--- src/rtl/pipe_pkg.sv ---
// Shared pipeline control definitions: memory-access encodings, ALUOp classes and
// the packed control bundle carried between pipeline registers.
package pipe_pkg;

  localparam int CTRL_ALUOP_W = 4;

  localparam logic [1:0] MEM_NONE = 2'b00;
  localparam logic [1:0] MEM_WORD = 2'b01;
  localparam logic [1:0] MEM_BYTE = 2'b10;
  localparam logic [1:0] MEM_HALF = 2'b11;

  localparam logic [CTRL_ALUOP_W-1:0] ALUOP_NOP    = 4'b0000;
  localparam logic [CTRL_ALUOP_W-1:0] ALUOP_RTYPE  = 4'b0010;
  localparam logic [CTRL_ALUOP_W-1:0] ALUOP_LDST   = 4'b0100;
  localparam logic [CTRL_ALUOP_W-1:0] ALUOP_BRANCH = 4'b0101;
  localparam logic [CTRL_ALUOP_W-1:0] ALUOP_IMM    = 4'b0110;

  typedef struct packed {
    logic                    RegDst;
    logic                    Jump;
    logic                    Branch;
    logic [1:0]              MemRead;
    logic                    MemtoReg;
    logic [CTRL_ALUOP_W-1:0] ALUOp;
    logic [1:0]              MemWrite;
    logic                    ALUSrc;
    logic                    RegWrite;
  } ctrl_t;

  localparam ctrl_t CTRL_NOP = '0;

  function automatic logic mem_active(input logic [1:0] m);
    return m != MEM_NONE;
  endfunction

endpackage

--- src/rtl/id_ex_pipe_reg_ctrl_sanitize.sv ---
// Combinational clean-up of a decoded control bundle so later stages never see
// contradictory combinations (jump with memory access, branch with writeback, ...).
module ctrl_sanitize
  import pipe_pkg::*;
(
  input  ctrl_t i_ctrl,
  output ctrl_t o_ctrl
);

  // Every rule is conditioned on the raw input so the result is order-independent.
  always_comb begin
    o_ctrl = i_ctrl;
    if (i_ctrl.Jump) begin
      o_ctrl.RegDst   = 1'b0;
      o_ctrl.MemtoReg = 1'b0;
      o_ctrl.ALUSrc   = 1'b0;
      o_ctrl.ALUOp    = '0;
      o_ctrl.MemRead  = MEM_NONE;
      o_ctrl.MemWrite = MEM_NONE;
    end
    if (i_ctrl.Branch) begin
      o_ctrl.RegWrite = 1'b0;
      o_ctrl.MemRead  = MEM_NONE;
      o_ctrl.MemWrite = MEM_NONE;
    end
    if (mem_active(i_ctrl.MemWrite)) begin
      o_ctrl.RegWrite = 1'b0;
      o_ctrl.MemtoReg = 1'b0;
    end
    if (mem_active(i_ctrl.MemRead) && mem_active(i_ctrl.MemWrite)) begin
      o_ctrl.MemRead  = MEM_NONE;
      o_ctrl.MemWrite = MEM_NONE;
      o_ctrl.RegWrite = 1'b0;
    end
  end

endmodule

--- src/rtl/id_ex_pipe_reg.sv ---
// ID/EX pipeline register with bubble injection (flush / load-use hazard), EX stall hold
// and control sanitisation. Define IDEX_PERF_CNT_EN to add saturating bubble/stall counters.
module id_ex_pipe_reg
  import pipe_pkg::*;
#(
  parameter int DATA_W  = 32,
  parameter int REG_AW  = 5,
  parameter int ALUOP_W = 4
) (
  input  logic               clk,
  input  logic               rst_n,
  input  logic               hazard_detected,
  input  logic               flush,
  input  logic               stall_ex,
  input  logic               id_valid,
  input  logic               id_RegDst,
  input  logic               id_Jump,
  input  logic               id_Branch,
  input  logic               id_MemtoReg,
  input  logic               id_ALUSrc,
  input  logic               id_RegWrite,
  input  logic [1:0]         id_MemRead,
  input  logic [1:0]         id_MemWrite,
  input  logic [ALUOP_W-1:0] id_ALUOp,
  input  logic [DATA_W-1:0]  id_pc4,
  input  logic [DATA_W-1:0]  id_rs_data,
  input  logic [DATA_W-1:0]  id_rt_data,
  input  logic [DATA_W-1:0]  id_imm,
  input  logic [REG_AW-1:0]  id_rs,
  input  logic [REG_AW-1:0]  id_rt,
  input  logic [REG_AW-1:0]  id_rd,
  input  logic [5:0]         id_funct,
  output logic               ex_valid,
  output logic               ex_RegDst,
  output logic               ex_Jump,
  output logic               ex_Branch,
  output logic               ex_MemtoReg,
  output logic               ex_ALUSrc,
  output logic               ex_RegWrite,
  output logic [1:0]         ex_MemRead,
  output logic [1:0]         ex_MemWrite,
  output logic [ALUOP_W-1:0] ex_ALUOp,
  output logic [DATA_W-1:0]  ex_pc4,
  output logic [DATA_W-1:0]  ex_rs_data,
  output logic [DATA_W-1:0]  ex_rt_data,
  output logic [DATA_W-1:0]  ex_imm,
  output logic [REG_AW-1:0]  ex_rs,
  output logic [REG_AW-1:0]  ex_rt,
  output logic [REG_AW-1:0]  ex_rd,
  output logic [5:0]         ex_funct,
`ifdef IDEX_PERF_CNT_EN
  output logic [15:0]        perf_bubbles,
  output logic [15:0]        perf_stalls,
`endif
  output logic               bubble_pulse
);

  ctrl_t              w_id_ctrl;
  ctrl_t              w_san_ctrl;
  logic               w_bubble_req;

  ctrl_t              r_ctrl;
  logic               r_valid;
  logic               r_bubble_pulse;
  logic [DATA_W-1:0]  r_pc4;
  logic [DATA_W-1:0]  r_rs_data;
  logic [DATA_W-1:0]  r_rt_data;
  logic [DATA_W-1:0]  r_imm;
  logic [REG_AW-1:0]  r_rs;
  logic [REG_AW-1:0]  r_rt;
  logic [REG_AW-1:0]  r_rd;
  logic [5:0]         r_funct;

  assign w_id_ctrl = '{
    RegDst:   id_RegDst,
    Jump:     id_Jump,
    Branch:   id_Branch,
    MemRead:  id_MemRead,
    MemtoReg: id_MemtoReg,
    ALUOp:    id_ALUOp,
    MemWrite: id_MemWrite,
    ALUSrc:   id_ALUSrc,
    RegWrite: id_RegWrite
  };

  assign w_bubble_req = flush | hazard_detected;

  ctrl_sanitize u_ctrl_sanitize (
    .i_ctrl (w_id_ctrl),
    .o_ctrl (w_san_ctrl)
  );

  // ID -> EX boundary. Data fields load even on a bubble so their value stays deterministic.
  always_ff @(posedge clk or negedge rst_n) begin
    if (!rst_n) begin
      r_ctrl         <= CTRL_NOP;
      r_valid        <= 1'b0;
      r_bubble_pulse <= 1'b0;
      r_pc4          <= '0;
      r_rs_data      <= '0;
      r_rt_data      <= '0;
      r_imm          <= '0;
      r_rs           <= '0;
      r_rt           <= '0;
      r_rd           <= '0;
      r_funct        <= '0;
    end else if (stall_ex) begin
      r_bubble_pulse <= 1'b0;
    end else begin
      r_pc4     <= id_pc4;
      r_rs_data <= id_rs_data;
      r_rt_data <= id_rt_data;
      r_imm     <= id_imm;
      r_rs      <= id_rs;
      r_rt      <= id_rt;
      r_rd      <= id_rd;
      r_funct   <= id_funct;
      if (w_bubble_req) begin
        r_ctrl         <= CTRL_NOP;
        r_valid        <= 1'b0;
        r_bubble_pulse <= 1'b1;
      end else begin
        r_ctrl         <= id_valid ? w_san_ctrl : CTRL_NOP;
        r_valid        <= id_valid;
        r_bubble_pulse <= 1'b0;
      end
    end
  end

`ifdef IDEX_PERF_CNT_EN
  logic [15:0] r_perf_bubbles;
  logic [15:0] r_perf_stalls;

  // Saturating event counters; a stalled edge never counts as a bubble.
  always_ff @(posedge clk or negedge rst_n) begin
    if (!rst_n) begin
      r_perf_bubbles <= '0;
      r_perf_stalls  <= '0;
    end else if (stall_ex) begin
      if (r_perf_stalls != 16'hFFFF) r_perf_stalls <= r_perf_stalls + 16'd1;
    end else if (w_bubble_req) begin
      if (r_perf_bubbles != 16'hFFFF) r_perf_bubbles <= r_perf_bubbles + 16'd1;
    end
  end

  assign perf_bubbles = r_perf_bubbles;
  assign perf_stalls  = r_perf_stalls;
`endif

  assign ex_valid     = r_valid;
  assign ex_RegDst    = r_ctrl.RegDst;
  assign ex_Jump      = r_ctrl.Jump;
  assign ex_Branch    = r_ctrl.Branch;
  assign ex_MemtoReg  = r_ctrl.MemtoReg;
  assign ex_ALUSrc    = r_ctrl.ALUSrc;
  assign ex_RegWrite  = r_ctrl.RegWrite;
  assign ex_MemRead   = r_ctrl.MemRead;
  assign ex_MemWrite  = r_ctrl.MemWrite;
  assign ex_ALUOp     = r_ctrl.ALUOp;
  assign ex_pc4       = r_pc4;
  assign ex_rs_data   = r_rs_data;
  assign ex_rt_data   = r_rt_data;
  assign ex_imm       = r_imm;
  assign ex_rs        = r_rs;
  assign ex_rt        = r_rt;
  assign ex_rd        = r_rd;
  assign ex_funct     = r_funct;
  assign bubble_pulse = r_bubble_pulse;

endmodule

--- config.mk ---
export PLATFORM = sky130hd
export DESIGN_NAME = id_ex_pipe_reg
export DESIGN_NICKNAME = d
export VERILOG_FILES = /design/src/rtl/pipe_pkg.sv /design/src/rtl/id_ex_pipe_reg_ctrl_sanitize.sv /design/src/rtl/id_ex_pipe_reg.sv
export SDC_FILE = /design/constraint.sdc
export NUM_CORES = 1
export LEC_CHECK = 0
export ABC_AREA = 1
export CORE_MARGIN = 2
export CORE_UTILIZATION = 35
export DETAILED_ROUTE_END_ITERATION = 10
export PLACE_DENSITY = 0.85
export RECOVER_POWER = 50
export SLEW_MARGIN = 20
export SYNTH_ARGS = -nofsm -noshare
export SYNTH_HDL_FRONTEND = slang
export SYNTH_SLANG_ARGS = --single-unit
export TNS_END_PERCENT = 100
--- constraint.sdc ---
create_clock -name clk -period 0.8 [get_ports clk]
set_input_delay 0.16 -clock clk [delete_from_list [all_inputs] [get_ports clk]]
set_output_delay 0.16 -clock clk [all_outputs]
set_load 0.005 [all_outputs]
; ---- Yosys cells after proc, flatten, opt, wreduce, memory -nomap -nowiden
; Cells that the tools add are included.
[op_classes]
reduce_logical = 3
n_bitwise = 1
n_mux = 15
[op_table]
columns = op, count
row1 = 14-bit 2-to-1 mux, 2
row2 = 10-bit 2-to-1 mux, 1
row3 = 1-bit 2-to-1 mux, 8
row4 = 2-bit 2-to-1 mux, 4
row5 = 2-bit nonzero test, 2
row6 = 1-bit logical AND, 1
row7 = 1-bit OR, 1
[word_totals]
regBits = 165
in_bits = 169
elab_cells = 38
output_inout_bits = 165

; ---- Depth between registers and ports, before layout
[logic_depth]
depth_word = 5
mapped_depth = 5
mapped_depth_nobuf = 5

; ---- Modules after synthesis
; A second synthesis with hierarchy kept.
[unflattened]
cells_unflattened = 762
hier_area_um2 = 6487.5
[modules_own_cells]
columns = module, cells_per_inst, n_inst, area_per_inst_um2, seq_area_each_um2
row1 = id_ex_pipe_reg, 726, 1, 6329.8, 4129.0
row2 = ctrl_sanitize, 36, 1, 157.7, 0.0

; ---- Worst setup path before layout
; OpenSTA, ideal clock, no wires.
[synth_timing]
path_kind = input port to flip-flop
from = in hazard_detected
to = reg r_ctrl, in the netlist ex_MemRead[0]
path_stages = 5
path_slack_ns = 0.028
t_required_ns = 0.735
arrival_time_ns = 0.707
path_buffers = 0
setup_ns = 0.065
path_cell_list = nor2_1 -> inv_1 -> nor2_1 -> nand2_1 -> nand2_1
[synth_via]
elab_chain_len = 2
[synth_rtl]
columns = element, line_no
row1 = from (decl), id_ex_pipe_reg.sv:12  ; input logic hazard_detected,
row2 = 1-bit OR, id_ex_pipe_reg.sv:86  ; assign w_bubble_req = flush | hazard_detected;
row3 = 14-bit 2-to-1 mux, id_ex_pipe_reg.sv:118  ; if (w_bubble_req) begin
row4 = to (signal assigned), id_ex_pipe_reg.sv:123  ; r_ctrl <= id_valid ? w_san_ctrl : CTRL_NOP;
row5 = to (decl), id_ex_pipe_reg.sv:62  ; ctrl_t r_ctrl;
; No other way between the ends.
; A chain may end at the register's enable or synchronous reset.

; ---- Worst setup path in the final report
[layout_timing]
from = reg r_imm[15], in the netlist ex_imm[15]
to = out ex_imm[15]
[layout_rtl]
columns = element, line_no
row1 = from (decl), id_ex_pipe_reg.sv:68  ; logic [DATA_W-1:0] r_imm;
row2 = from (signal assigned), id_ex_pipe_reg.sv:113  ; r_imm <= id_imm;
row3 = to (decl), id_ex_pipe_reg.sv:46  ; output logic [DATA_W-1:0] ex_imm,
; No word-level cell between the ends.

==> run_results.csv <==
group,metric,value,unit
cells_and_area,multiInputGateArea,2020,um2
synth,avgSynthCellArea,8.75,um2
synth,syn_inst,713,
timing,setup_viol,296,
critical_path,crit_family,"flip-flops",
critical_path,crit_buf_inv,1,
hold_path,worstHoldPathCells,3,
pwr,peakVddDrop,1.68,mV
synth,yosys_warnings,0,
grt,grt_pass1_vias,6416,
place,port-buffer-count,333,
synth,synth_nets,882,
status,status,"complete, but fails checks",
floorplan,die_x,137,um
grt,grt_start_max_net_pins,56,
route,dr_wl_met3,2000,um
synth,netlist.area_leader.share,66.2,%
synth,synth_area,6240,um2
cells_and_area,drive_gt1_share,32.0,%
synth,ys_seq_area_share,66.2,%
cells_and_area,antenna_cells,0,
timing,relSlewSlack,65.3,%
cells_and_area,final_area,11000,um2
timing,hold_viol,0,
route,route.met2.wl,11000,um
synth,synth_top_cell_by_area,"dfrtp_1",
critical_path,startpoint_type,"register",
cells_and_area,area_delta_synth_final,76.2,%
route,via_per_inst,4.48,
timing,fin_crit,1.11,ns
clock_network,cts_root_buf,"clkbuf_16",
route,antenna_left,0,
route,wl_met1,8110,um
floorplan,io_pins,334,
critical_path,cpPeakStageDelay,0.40,ns
cells_and_area,num-fill-cells,1411,
pwr,power.density,2010,nW/um2
place,hpwlAfterDp,15000,um
clock_network,cts.clk_slew.worst_paths,0.07,ns
synth,synth_seq_cells,165,
clock_network,cts_tree,"yes",
route,avgRoutedWirePerCell,15.2,um
critical_path,cp.arrival,0.95,ns
place,post_dp_cell_area,10400,um2
timing,rsz0062_at_grt,"yes",
grt,overflow,0,
critical_path,path_depth,1,
critical_path,path_cells,"buf_2",
floorplan,placement_rows,48,
clock_network,clk-insertion-delay-late,0.40,ns
place,gp_congestion,0.790,
timing,maxSlewViolCount,0,
timing,worst_pin_slew,0.521,ns
route,drc,0,
cells_and_area,regArea,4130,um2
critical_path,r2r_cells,4,
route,wl,21500,um
grt,grt_pass1_wl,31500,um
clock_network,h-tree-depth,4,
synth,synth_area_leaders,"dfrtp_1 (66%), nand2_1 (29%), buf_2 (2.3%)",
critical_path,cp_slowest_cell,"dfrtp_1",
critical_path,crit_type,"register to primary output",
hold_path,min_path_type,"input pin to register",
critical_path,required,0.64,ns
cells_and_area,utilization,63.3,%
route,highest_layer,"met4",
timing,period_share,139,%
clock_network,clock_path_buffers,2,
pwr,leakage,6.01,nW
synth,ys_types,11,
cells_and_area,final_nets,1348,
route,firstDrtPassIters,4,
critical_path,crit_fanout,2,
floorplan,die_height,137,um
clock_network,cts_sinks,165,
floorplan,fp.coreArea,17400,um2
floorplan,initial_core_util,35.9,%
route,drt_iter0_drc,273,
clock_network,cts_buffers,17,
grt,grt_use_total,21.5,%
grt,antenna_found_initial,0,
route,route.vias.total,6333,
run,max_cap_violations,0,
timing,timing.fmax,898,MHz
timing,finalWorstSetupSlack,-0.314,ns
timing,finClkSkew,0,ns
critical_path,crit_path_end_kind,"primary output",
status,failed_checks,"negative setup slack",
floorplan,die_area,18900,um2
power by group:
group | internal [mW] | leakage (nW) | total (mW) | switching, mW
clock network | 5.29 | 0.295 | 8.68 | 3.39
registers | 9.03 | 2.03 | 9.41 | 0.376
logic | 2.32 | 3.68 | 3.99 | 1.67
registers in the layout, indices dropped and copies added, names as in the netlist, 4 cells and up:
register    cells
ex_rt_data     32
ex_rt           5
ex_ALUOp        4
ex_funct        6
ex_imm         32
ex_rs_data     32
ex_rs           5
ex_pc4         32
ex_rd           5
synth_stat cells:
cell type,instances
nand2_1,489
dfrtp_1,165
buf_2,29
nor2_1,11
o21ai_0,8
clkbuf_1,4
inv_1,3
buf_4,1
clkinv_1,1
inv_2,1
nand3_1,1
layout make-up:
type | instances | area share (%)
flip-flops and latches | 165 | 37.6
repair buffers | 481 | 35.7
multi-input cells | 509 | 18.3
clock buffers | 18 | 4.00
well taps | 225 | 2.56
clock inverters | 11 | 1.59
inverters | 5 | 0.205
per-stage QoR:
step / setup TNS (ns) / power (mW) / hold WS (ns) / worst slack, ns / instances
2_1_floorplan: 0 / 10.4 / -0.136 / 0.0280 / 713
3_3_place_gp: -54.66 / 13.4 / 0.0164 / -0.457 / 1300
3_5_place_dp: -57.32 / 13.6 / 0.0162 / -0.503 / 1300
4_1_cts: -49.47 / 21.9 / 0.134 / -0.338 / 1383
5_1_grt: -71.73 / 23.1 / 0.144 / -0.351 / 1414
6_report: -52.35 / 22.1 / 0.151 / -0.314 / 1414
kinds of logic (layout without fill, tap and decap cells):
kind of cell | after synthesis | after routing | share of synthesized area (%)
AO/OA/AOI/OAI | 8 | 8 | 0.642
buffers and inverters | 39 | 515 | 2.99
AND/OR/NAND/NOR | 501 | 501 | 30.2
flip-flops | 165 | 165 | 66.2
placed cells by master (no fill, tap or decap):
cell,n
clkdlybuf4s50_1,164
bufinv_16,4
nand3_2,1
dlygate4sd3_1,1
inv_1,3
buf_2,162
nand2_2,33
nand2_1,455
o21ai_0,2
clkinv_2,2
dlymetal6s2s_1,2
nor2_1,11
buf_6,27
buf_12,16
clkinv_4,1
inv_6,3
clkinvlp_4,2
dfrtp_1,165
inv_4,1
nand2_4,1
clkbuf_8,1
clkbuf_16,17
o21ai_1,6
buf_4,108
clkbuf_2,1
path summary, 6_finish.rpt:
kind / from / to / slack [ns]
setup / recovery: ex_imm[15] / ex_imm[15] / -0.31
hold / removal: stall_ex / bubble_pulse / 0.15
setup reg to reg: ex_pc4[17] / ex_pc4[17] / -0.06
hold reg to reg: ex_pc4[19] / ex_pc4[19] / 0.47
max in group asynchronous: rst_n / ex_rt_data[23] / -0.08
min in group asynchronous: rst_n / ex_pc4[18] / 0.25
layer usage:
metal  vias to the layer above  track usage, %
met3                        32            6.92
met4                         0            7.56
met1                      2966            24.2
met5                         -               0
li1                       3069               -
met2                       266            38.2
repair_timing:
action / 4_1_cts / 5_1_grt
buffers inserted: 53 / 40
hold buffers: 1 / 0
resized for setup: 679 / 60
pin swaps: 10 / 28
endpoints found under the hold margin: 165 / 0
setup endpoints to repair: 178 / 189
(Power assumes the default switching activity.)
